[src/rtl/hazard_pkg.sv]
// Shared latency defaults and counter-width helpers for the hazard scoreboard.
// Used by hazard_sb_entry and hazard_scoreboard_unit.
package hazard_pkg;

  localparam int DEF_REG_ADDR_W  = 4;
  localparam int DEF_NUM_REGS    = 16;
  localparam int DEF_NOFW_LAT    = 2;
  localparam int DEF_LOAD_FW_LAT = 1;
  localparam int DEF_ALU_FW_LAT  = 0;

  function automatic int max3(input int a, input int b, input int c);
    int m;
    m = (a > b) ? a : b;
    return (m > c) ? m : c;
  endfunction

  // clog2(max_lat + 1), never below 1 so an all-zero-latency build still elaborates
  function automatic int cnt_width(input int max_lat);
    int w;
    w = 1;
    while ((1 << w) < (max_lat + 1)) w++;
    return w;
  endfunction

endpackage

[src/rtl/hazard_sb_entry.sv]
// One scoreboard slot: a down-counter that loads a latency on issue,
// holds on freeze, and reports busy while non-zero.
module hazard_sb_entry
  import hazard_pkg::*;
#(
  parameter int CNT_W = 2
) (
  input  logic             clk,
  input  logic             rst,
  input  logic             i_load,
  input  logic [CNT_W-1:0] i_load_val,
  input  logic             i_freeze,
  output logic             o_busy
);

  logic [CNT_W-1:0] r_cnt;

  // a load wins over the decrement of the same edge
  always_ff @(posedge clk or negedge rst) begin
    if (!rst) begin
      r_cnt <= '0;
    end else if (i_load) begin
      r_cnt <= i_load_val;
    end else if (!i_freeze && (r_cnt != '0)) begin
      r_cnt <= r_cnt - CNT_W'(1);
    end
  end

  assign o_busy = (r_cnt != '0);

endmodule

[src/rtl/hazard_scoreboard_unit.sv]
// Per-register countdown scoreboard that stalls ID on unresolved sources.
// Optional stall counter (stall_count / perf_clr) enabled by HAZARD_PERF_CNT_EN.
module hazard_scoreboard_unit
  import hazard_pkg::*;
#(
  parameter int REG_ADDR_W  = DEF_REG_ADDR_W,
  parameter int NUM_REGS    = DEF_NUM_REGS,
  parameter int NOFW_LAT    = DEF_NOFW_LAT,
  parameter int LOAD_FW_LAT = DEF_LOAD_FW_LAT,
  parameter int ALU_FW_LAT  = DEF_ALU_FW_LAT
) (
  input  logic                  clk,
  input  logic                  rst,
  input  logic [REG_ADDR_W-1:0] src1,
  input  logic [REG_ADDR_W-1:0] src2,
  input  logic                  two_src,
  input  logic                  id_valid,
  input  logic [REG_ADDR_W-1:0] id_dest,
  input  logic                  id_wb_en,
  input  logic                  id_mem_r_en,
  input  logic                  fw_en,
  input  logic                  freeze,
  input  logic                  flush,
  output logic                  hazard_detected,
  output logic [NUM_REGS-1:0]   busy_mask,
  output logic                  sb_empty
`ifdef HAZARD_PERF_CNT_EN
  ,
  input  logic                  perf_clr,
  output logic [31:0]           stall_count
`endif
);

  localparam int MAX_LAT = max3(NOFW_LAT, LOAD_FW_LAT, ALU_FW_LAT);
  localparam int CNT_W   = cnt_width(MAX_LAT);

  logic [NUM_REGS-1:0] w_busy;
  logic [NUM_REGS-1:0] w_load_vec;
  logic [CNT_W-1:0]    w_lat;
  logic                w_hazard;
  logic                w_issue;

  // the instruction's own id_dest is not consulted: only existing writers block it
  assign w_hazard = id_valid && (w_busy[src1] || (two_src && w_busy[src2]));
  assign w_issue  = id_valid && !w_hazard && !freeze && !flush;

  always_comb begin
    w_lat = CNT_W'(ALU_FW_LAT);
    if (!fw_en) begin
      w_lat = CNT_W'(NOFW_LAT);
    end else if (id_mem_r_en) begin
      w_lat = CNT_W'(LOAD_FW_LAT);
    end
  end

  assign w_load_vec = (w_issue && id_wb_en) ? (NUM_REGS'(1) << id_dest) : '0;

  for (genvar g = 0; g < NUM_REGS; g++) begin : g_entry
    hazard_sb_entry #(
      .CNT_W (CNT_W)
    ) u_entry (
      .clk        (clk),
      .rst        (rst),
      .i_load     (w_load_vec[g]),
      .i_load_val (w_lat),
      .i_freeze   (freeze),
      .o_busy     (w_busy[g])
    );
  end

  assign hazard_detected = w_hazard;
  assign busy_mask       = w_busy;
  assign sb_empty        = ~|w_busy;

`ifdef HAZARD_PERF_CNT_EN
  logic [31:0] r_stall_count;

  always_ff @(posedge clk or negedge rst) begin
    if (!rst) begin
      r_stall_count <= '0;
    end else if (perf_clr) begin
      r_stall_count <= '0;
    end else if (w_hazard && !freeze && (r_stall_count != '1)) begin
      r_stall_count <= r_stall_count + 32'd1;
    end
  end

  assign stall_count = r_stall_count;
`endif

endmodule

[config.mk]
export PLATFORM = sky130hd
export DESIGN_NAME = hazard_scoreboard_unit
export DESIGN_NICKNAME = d
export VERILOG_FILES = /design/src/rtl/hazard_pkg.sv /design/src/rtl/hazard_sb_entry.sv /design/src/rtl/hazard_scoreboard_unit.sv
export SDC_FILE = /design/constraint.sdc
export NUM_CORES = 1
export LEC_CHECK = 0
export BUFFER_PORTS_ARGS = -buffer_cell sky130_fd_sc_hd__buf_2
export CORE_ASPECT_RATIO = 1.2
export CORE_MARGIN = 3
export CORE_UTILIZATION = 29
export DETAILED_ROUTE_END_ITERATION = 10
export HOLD_SLACK_MARGIN = 0.12
export PLACE_DENSITY = 0.5
export RECOVER_POWER = 25
export SYNTH_ARGS = -nofsm -noshare
export SYNTH_HDL_FRONTEND = slang
export SYNTH_SLANG_ARGS = --single-unit
export TNS_END_PERCENT = 30
[constraint.sdc]
create_clock -name clk -period 3.8 [get_ports clk]
set_input_delay 1.14 -clock clk [delete_from_list [all_inputs] [get_ports clk]]
set_output_delay 1.14 -clock clk [all_outputs]
set_load 0.03 [all_outputs]
Word-level counts from Yosys, hierarchy flattened
Index checks and enable logic that the tools add are counted. W data, S select, Z words.

Memories: 0. Flip-flop bits (word level): 32. Logic and storage cells: 134. Input bits: 21. Output and inout bits: 18. Memory bits (writable): 0. Bits in latches: 0. Bits in read-only memories: 0.

Div/mod/pow operators: 0. Muxes and demuxes: 39. Equal/unequal tests: 0. Order comparisons: 2. Shifts and indexed selects: 1. Multiply operators: 0. Bitwise gates (word level): 0. Add/subtract/negate cells: 16. Reductions and logical operators: 60.

Operators by type and width (count): $mux W2 (33); $reduce_bool A2 Y1 (32); $sub A2 B1 Y2 const B (16); $logic_and A1 B1 Y1 (22); $mux W16 (1); $reduce_or A16 Y1 (1); $shl A1 B4 Y16 const A (1); $lt A4 B5 Y1 const B (2); $bmux W1 S4 (2); $logic_not A1 Y1 (4); $mux W1 (3); $logic_or A1 B1 Y1 (1).

Logic depth before layout (Yosys ltp)
Gate-level depths: netlist (run 1).

Depth after elaboration: 13. Depth in mapped cells: 8.

Modules after synthesis
Synthesis (run 1) repeated with hierarchy kept, for this count alone.

Cells, all modules: 289. Area total of the unflattened synthesis: 2493.6 sq um.

Modules (own cells, without submodules): hazard_sb_entry (area each 122.6 sq um, cells an instance 14, sequential area each 50.0 sq um, times used 16); hazard_scoreboard_unit (area each 531.8 sq um, cells an instance 65, sequential area each 0.0 sq um, times used 1).

Worst setup path before layout (run 1)
OpenSTA, ideal clock, no wires.

Path kind: in2out. From: in src2[0]. To: out hazard_detected. Stages on the path: 6. Data arrival time: 2.855 ns. Buffers on the path: 2. Data required time: 2.660 ns. Path slack: -0.195 ns. Cells stage by stage: buf_6 > mux4_1 > mux2i_1 > o221ai_2 > buf_6 > a21boi_1.

Word-level cells in the longest chain between the ends: 5.

RTL lines: start: declaration (RTL line hazard_scoreboard_unit.sv:15) `input logic [REG_ADDR_W-1:0] src2,`; $bmux W1 S4 (RTL line hazard_scoreboard_unit.sv:44) `assign w_hazard = id_valid && (w_busy[src1] || (two_src && w_busy[src2]));`; $mux W1 (implied by the code) (RTL line hazard_scoreboard_unit.sv:44); $logic_and A1 B1 Y1 (RTL line hazard_scoreboard_unit.sv:44); $logic_or A1 B1 Y1 (RTL line hazard_scoreboard_unit.sv:44); $logic_and A1 B1 Y1 (RTL line hazard_scoreboard_unit.sv:44); end: declaration (RTL line hazard_scoreboard_unit.sv:24) `output logic hazard_detected,`.

No other way between the ends. The select of a mux whose other input is x is not followed.

Worst setup path after layout (run 1)
Ends and elaborated chain as after synthesis.

==> impl_results.md, run 1 <==
* Status: finished with violations
* Failing checks: max-capacitance violations, max-slew violations
* # IOs at 39
* Total global-route track usage at 0.124
* Via count at 2,017
* Critical path type: in2out
* Initial core utilization at 0.301
* CP Cell Sequence: clkbuf_4, mux4_1, mux2i_1, o221ai_2, a21boi_4, buf_4
* Crit path DAT at 2600 ps
* Die Y at 115 um
* Port Buf Inserts at 38
* Core Box Area at 0.00961 mm2
* Power per standard cell area at between 700 and 800 mW/mm2
* Final Max Slew Viols at 33
* Drt total wl at 6600 um
* Setup violators final at 0
* Hpwl dp at 5210 um
* # nets final at 375
* Crit-path max FO at 5
* Post-synthesis mux area share at 0.192
* Synthesis-to-layout area growth at 13.0%
* CTS Buf Count at 5
* Post-synthesis adder-cell area fraction at 0.138
* Max Cap Viol at 1
* Most flop-heavy register: g_entry.u_entry.r_cnt
* Delay-heaviest family, CP: multiplexers
* Die ar. at roughly 0.011 mm2
* Pre-antenna DRT Iters at 5
* Reg clk slew, reported paths at 50 ps
* Fin crit share at 0.984
* Utilization after layout at 0.340
* Ranking of synthesized cells by area: dfrtp_1, ha_1, mux2i_1
* Peak supply drop at 0.187 mV
* H-tree level count at 2
* Post-synth net total at 352
* Setup tns final at 0 ps
* Initial antenna violation count at 0
* Per-cell routed wire length at between 10 and 15 um
* Endpoint class of the critical path: primary output
* Crit path required time at about 2700 ps
* Largest area contributor in the netlist: dfrtp_1
* Max clock buf depth at 2
* Yosys reg bits at 32
* Max Clk Rate at roughly 0.27 GHz
* 1st-iter DRT viols at 101
* CTS resizes at 0
* Synth Area in XOR/XNOR at 0.0484
* CTS sink cnt at 32
* Ant. Diodes at 0
* Min Tclk post-route at 3740 ps
* Tightest Pin Transition at 1770 ps
* Post-CTS Setup Bufs at 0
* TritonCTS clock tree: built
* GRT overflow at 0
* Kind of start point of the critical path: input pin
* Max incr delay on CP at roughly 580 ps
* Sequential-to-total area share from yosys stat at 0.277
* Rel. slew slack at -0.183
* Compound-Gate Fraction of Synth Area at 0.0341
* Synth top area share at 0.277
* Final hold viol count at 0
* Mean post-synth cell area at about 9.7 um2
* First-pass GRT wire length at 11,000 um
* Worst path slowest cell: mux4_1
* Die W at 97.2 um
* Hold-fix buffers, CTS at 0
* Total power at around 2400 uW
* Synth cell types at 27
* Clock Skew at roughly 3.8 ps
* RSZ-0062 raised after global routing: no
* Hold crit path type: reg2reg
* Main combinational cell family by area after synthesis: multiplexers
* Syn Inst Count at 299
* Final antenna-violating net count at 0
* Post-synthesis cell area at 0.00290 mm2
* Layout cells sized above 1 at 0.217
* Largest net degree at the start of global routing at 33
* Routability Congestion at 0.753
* Simple-Gate Fraction of Synth Area at 0.188
* Lkg Pwr at approximately 0.0017 uW
* Synthesis Warnings at 0
* Number of global-route vias before repair at 2,138
* Max reg flops at 32
* WP buf/inv at 2
* Top flop regs: g_entry.u_entry.r_cnt: 32 flops
* Rows at 39
* Worst-Skew Late Latency at between 200 and 300 ps
* DRC viols at 0
* Root Driver: clkbuf_16
* Vias/cell at 4.52
kinds of logic after synthesis:
| family | Yosys count |
|---|---|
| AND/OR/NAND/NOR | 84 |
| buffers and inverters | 73 |
| multiplexers | 45 |
| adder cells (fa/ha/maj) | 32 |
| flip-flops | 32 |
| AO/OA/AOI/OAI | 17 |
| XOR/XNOR | 16 |
layout make-up:
| cell class | instances | area (um2) |
|---|---|---|
| clock buffer | 6 | 129 |
| clock inverter | 2 | 35.0 |
| fill | 1005 | 6340 |
| inverter | 48 | 180 |
| multi-input combinational | 194 | 1760 |
| sequential | 32 | 801 |
| tap | 123 | 154 |
| timing repair buffer | 41 | 216 |
Yosys cell counts (all sizes together):
cell,count
o221ai,1
nand4,20
clkbuf,5
nor2,24
buf,20
ha,32
dfrtp,32
nor4,2
nand3b,2
inv,48
mux4,7
nand2,19
mux2,5
and3,1
xnor2,16
o21ai,14
mux2i,33
a21boi,1
nor2b,4
nor3,6
nand2b,4
o22ai,1
nand3,2
power breakdown:
group	total [uW]	switching [uW]	internal, uW
sequential	612	89.1	523
clock	456	148	308
combinational	1360	805	555
total	2430	1040	1390
worst paths after layout:
| path | cells after the start | slack (ps) | end | start |
|---|---|---|---|---|
| setup reg to reg | 8 | 1450 | g_entry[12].u_entry.r_cnt[0]$_DFFE_PN0P_ | g_entry[6].u_entry.r_cnt[0]$_DFFE_PN0P_ |
| hold reg to reg | 2 | 580 | g_entry[5].u_entry.r_cnt[0]$_DFFE_PN0P_ | g_entry[5].u_entry.r_cnt[0]$_DFFE_PN0P_ |
| max in group asynchronous | 1 | 1440 | g_entry[1].u_entry.r_cnt[0]$_DFFE_PN0P_ | rst |
| hold / removal | 2 | 580 | g_entry[5].u_entry.r_cnt[0]$_DFFE_PN0P_ | g_entry[5].u_entry.r_cnt[0]$_DFFE_PN0P_ |
| min in group asynchronous | 1 | 1330 | g_entry[12].u_entry.r_cnt[1]$_DFFE_PN0P_ | rst |
| setup / recovery | 6 | 60 | hazard_detected | src2[0] |
through the flow:
step	hold slack [ps]	cells	setup slack, ps	cell area (um2)
detailed placement	568	438	5.36	3100
global placement	572	438	36.3	3100
global route	604	446	18.2	3270
floorplan	548	299	49.9	2910
finish	575	446	60.1	3270
CTS	580	446	4.94	3270
cells in the final DEF (no fill, tap or decap), drive strengths merged, types with 4 or more instances in the layout:
cell type	count
nand2b	4
o21ai	14
xnor2	16
buf	39
inv	48
nor2b	4
clkbuf	8
mux2i	33
mux2	5
dfrtp	32
nand2	19
ha	32
nand4	20
mux4	7
nor2	24
nor3	6
per-layer routing:
metal / up-vias / track usage / part of all wire
li1: 1032 / - / -
met1: 940 / 0.157 / 0.47
met2: 41 / 0.221 / 0.49
met3: 4 / 0.0211 / 0.033
met4: 0 / 0.0351 / 0.010
met5: - / 0 / 0
worst min-delay path: stages (launching register included):
cell and delay [ps]:
dfrtp_1 350, xnor2_1 120, mux2i_1 60
Power figures use the tool's default switching activity.
==> run 2: changes to the inputs <==
ABC_AREA = 1   (was not set)
==> run 2 against run 1 <==
Against the previous run: the flow still finishes with violations (max-capacitance violations, max-slew violations); synthesized area rose by 9.4%; clock skew barely moved; utilization fell by 0.93 points; combinational power barely moved; die area rose by 8.8%; count of clock-buffer cells in the layout rose by 1; wire length rose by 29%; via count rose by 40%; clock power fell by 5.5%; register-to-register slack improved by 260 ps; largest cell class unchanged; largest power group unchanged; highest routed layer unchanged.
==> impl_results.md, run 2 <==
* Largest area contributor in the netlist: dfrtp_1
* Drt total wl at 8480 um (+29%)
* Post-route cell area at 0.00350 mm2 (+6.9%)
* Hpwl dp at 6430 um (+23%)
* Async S/R FF share, synth at 1.00 (unchanged)
* Reg clk slew, reported paths at 60 ps (about the same)
* Switching share of total power at 0.464 (+0.0350)
* Max Clk Rate at 0.283 GHz (+5.8%)
* WHS Path Cells at 3 (+1)
* Yosys reg bits at 32 (unchanged)
* RSZ-0062 raised after global routing: no
* GR Layer Usage met2 at 0.255 (+0.0339)
* Synth top area share at 0.253 (-0.0237)
* Total global-route track usage at 0.144 (+0.0195)
* Die ar. at 0.0122 mm2 (+8.8%)
* # nets final at 545 (+45%)
* EDFF count, synth at 0 (unchanged)
* Synth cell types at 25 (-7.4%)
* Setup tns final at 0 ps (unchanged)
* Most common cell in the netlist: nand2_1
* Post-place instance area at 0.00335 mm2 (+7.9%)
* Dpl ws at 311 ps (+306 ps)
* Fin crit share at 0.930 (-0.0539)
* Peak supply drop at 0.208 mV (+11%)
* Max reg flops at 32 (unchanged)
* Hold endpoint: g_entry[14].u_entry.r_cnt[0]$_DFFE_PN0P_
* H-tree level count at 2 (unchanged)
* Initial core utilization at 0.300 (-0.00152)
* DRC viols at 0 (unchanged)
* Status: finished with violations
* GRT overflow at 0 (unchanged)
* Reg-to-reg critical path endpoint: g_entry[9].u_entry.r_cnt[1]$_DFFE_PN0P_
* Endpoint class of the critical path: primary output
* Failing checks: max-capacitance violations, max-slew violations
* Final Max Slew Viols at 33 (unchanged)
* P_sw at 1130 uW (+8.3%)
* Pre-antenna DRT Iters at 4 (-1)
* Synthesis-to-layout area growth at 10.5%
* Clock Skew at 4.22 ps (+0.402 ps)
* GR Util met3 at 0.0150 (-0.00607)
* Kind of start point of the critical path: input pin
* TritonCTS clock tree: built
* Crit path DAT at 2390 ps (-210 ps)
* Syn Inst Count at 471 (+58%)
* Hold-fix buffers, CTS at 0 (unchanged)
* Pint at 1300 uW (-6.0%)
* Most flop-heavy register: g_entry.u_entry.r_cnt
* Sequential-to-total area share from yosys stat at 0.253 (-0.0237)
* Worst-Skew Late Latency at 280 ps (about the same)
* Core Box Area at 0.0106 mm2 (+9.9%)
* Root Driver: clkbuf_16
* Reg2Reg Depth at 12 (+4)
* Final hold viol count at 0 (unchanged)
* Top FF cell, synth: dfrtp_1
* Final antenna-violating net count at 0 (unchanged)
* CTS resizes at 0 (unchanged)
* 1st-iter DRT viols at 105 (+4.0%)
* CTS Buf Count at 5 (unchanged)
* Fin Hold WS at 563 ps (-12.2 ps)
* Number of global-route vias before repair at 2,743 (+28%)
* Post-synth net total at 524 (+49%)
* Utilization after layout at 0.331 (-0.00932)
* Worst R2R Setup Slack at 1710 ps (+260 ps)
* Hold Startpoint: g_entry[14].u_entry.r_cnt[0]$_DFFE_PN0P_
* Fillers at 1,152 (+15%)
* Most frequent cells in the layout: nand2_1, inv_1, nor2_1
* Die W at 101 um (+4.3%)
* Die Y at 120 um (+4.3%)
* Critical path type: in2out
* Register share of total power at 0.255 (+0.003)
* CTS sink cnt at 32 (unchanged)
* Rows at 41 (+5.1%)
* Setup violators final at 0 (unchanged)
* Met1 Usage GRT at 0.181 (+0.0236)
* Power per standard cell area at 695 mW/mm2 (-6.3%)
* Top flop regs: g_entry.u_entry.r_cnt: 32 flops
* Initial antenna violation count at 0 (unchanged)
* Crit path required time at 2660 ps (about the same)
* Min Tclk post-route at 3530 ps (-205 ps)
* Largest net degree at the start of global routing at 33 (unchanged)
* Rel. slew slack at -0.266 (-0.0836)
* Max Cap Viol at 1 (unchanged)
* Post-CTS Setup Bufs at 0 (unchanged)
* Ant. Diodes at 0 (unchanged)
* Via count at 2,819 (+40%)
* Port Buf Inserts at 38 (unchanged)
* First-pass GRT wire length at 13,600 um (+23%)
* Setup ws final at 265 ps (+205 ps)
* Mean post-synth cell area at 6.72 um2 (-31%)
* Comb pwr share at 0.568 (+0.008)
* Ranking of synthesized cells by area: dfrtp_1, nand2_1, ha_1
* Clk pwr share at 0.177 (-0.011)
* Routability Congestion at 0.850 (+13%)
* Commonest non-fill, non-tap cell in the layout: nand2_1
* Busiest grt layer: met2
* Hold crit path type: reg2reg
* # IOs at 39 (unchanged)
* Tightest Pin Transition at 1900 ps (+125 ps)
* Lkg Pwr at 0.00183 uW (+7.2%)
* RR Startpoint: g_entry[10].u_entry.r_cnt[0]$_DFFE_PN0P_
* Post-synth top cells: nand2_1, inv_1, nor2_1
* Per-cell routed wire length at 13.7 um (-7.7%)
* Crit-path max FO at 9 (+4)
* Layout cells sized above 1 at 0.136 (-0.0805)
* Post-synthesis cell area at 0.00317 mm2 (+9.4%)
* Synthesis Warnings at 0 (unchanged)
* Vias/cell at 4.54 (+0.38%)
* Max clock buf depth at 2 (unchanged)
run 2: changes by cell type after synthesis, moves of 24 or more:
cell     previous run  this run
mux2i_1            33         0
nand2_1            19       143
inv_1              48        83
nor2_1             24        55
nand3_1             1        25
run 2: worst max path at each step:
stage                        from               to  depth (start not counted)
after CTS                 src1[0]  hazard_detected                         10
final                     src1[0]  hazard_detected                         10
after global routing      src2[0]  hazard_detected                         10
after global placement    src1[0]  hazard_detected                         10
after detailed placement  src1[0]  hazard_detected                         10
after floorplan           src1[0]  hazard_detected                         10
run 2: layout make-up:
type                       count  area [um2]  area share
clock buffer                   7         153      0.0436
multi-input combinational    327        1840       0.526
timing repair buffer          41         211      0.0604
inverter                      85         332      0.0948
tap                          129         161      0.0461
sequential                    32         801       0.229
run 2: power by group through the flow:
stage,clock network [uW],registers [uW],logic [uW]
6_report,431,619,1380
5_1_grt,452,641,1580
3_5_place_dp,0,626,1390
2_1_floorplan,0,607,1160
3_3_place_gp,0,622,1370
4_1_cts,441,620,1400
run 2: cells by family after synthesis:
family / share of synthesized area
flops: 0.253
xor+xnor: 0.0442
simple gates: 0.383
fa+ha+maj: 0.126
buf+inv: 0.166
compound gates: 0.0277
run 2: through the flow:
step	total power, uW	std cells
4_1_cts	2460	621
2_1_floorplan	1760	471
6_report	2430	621
5_1_grt	2670	621
3_3_place_gp	2000	614
3_5_place_dp	2010	614
run 2: worst max-delay path, cell delays in order:
cell and delay [ps]:
buf_2 200, clkinv_4 110, nand2_1 70, nand3_1 60, nand3_1 100, nand2_1 60
nand2_1 100, nand2_4 90, a21boi_0 220, buf_2 240
run 2: per-layer routing:
layer,wire length [um],vias up
li1,-,1459
met1,3760,1292
met2,4250,60
met3,357,8
met4,113,0
met5,0,-
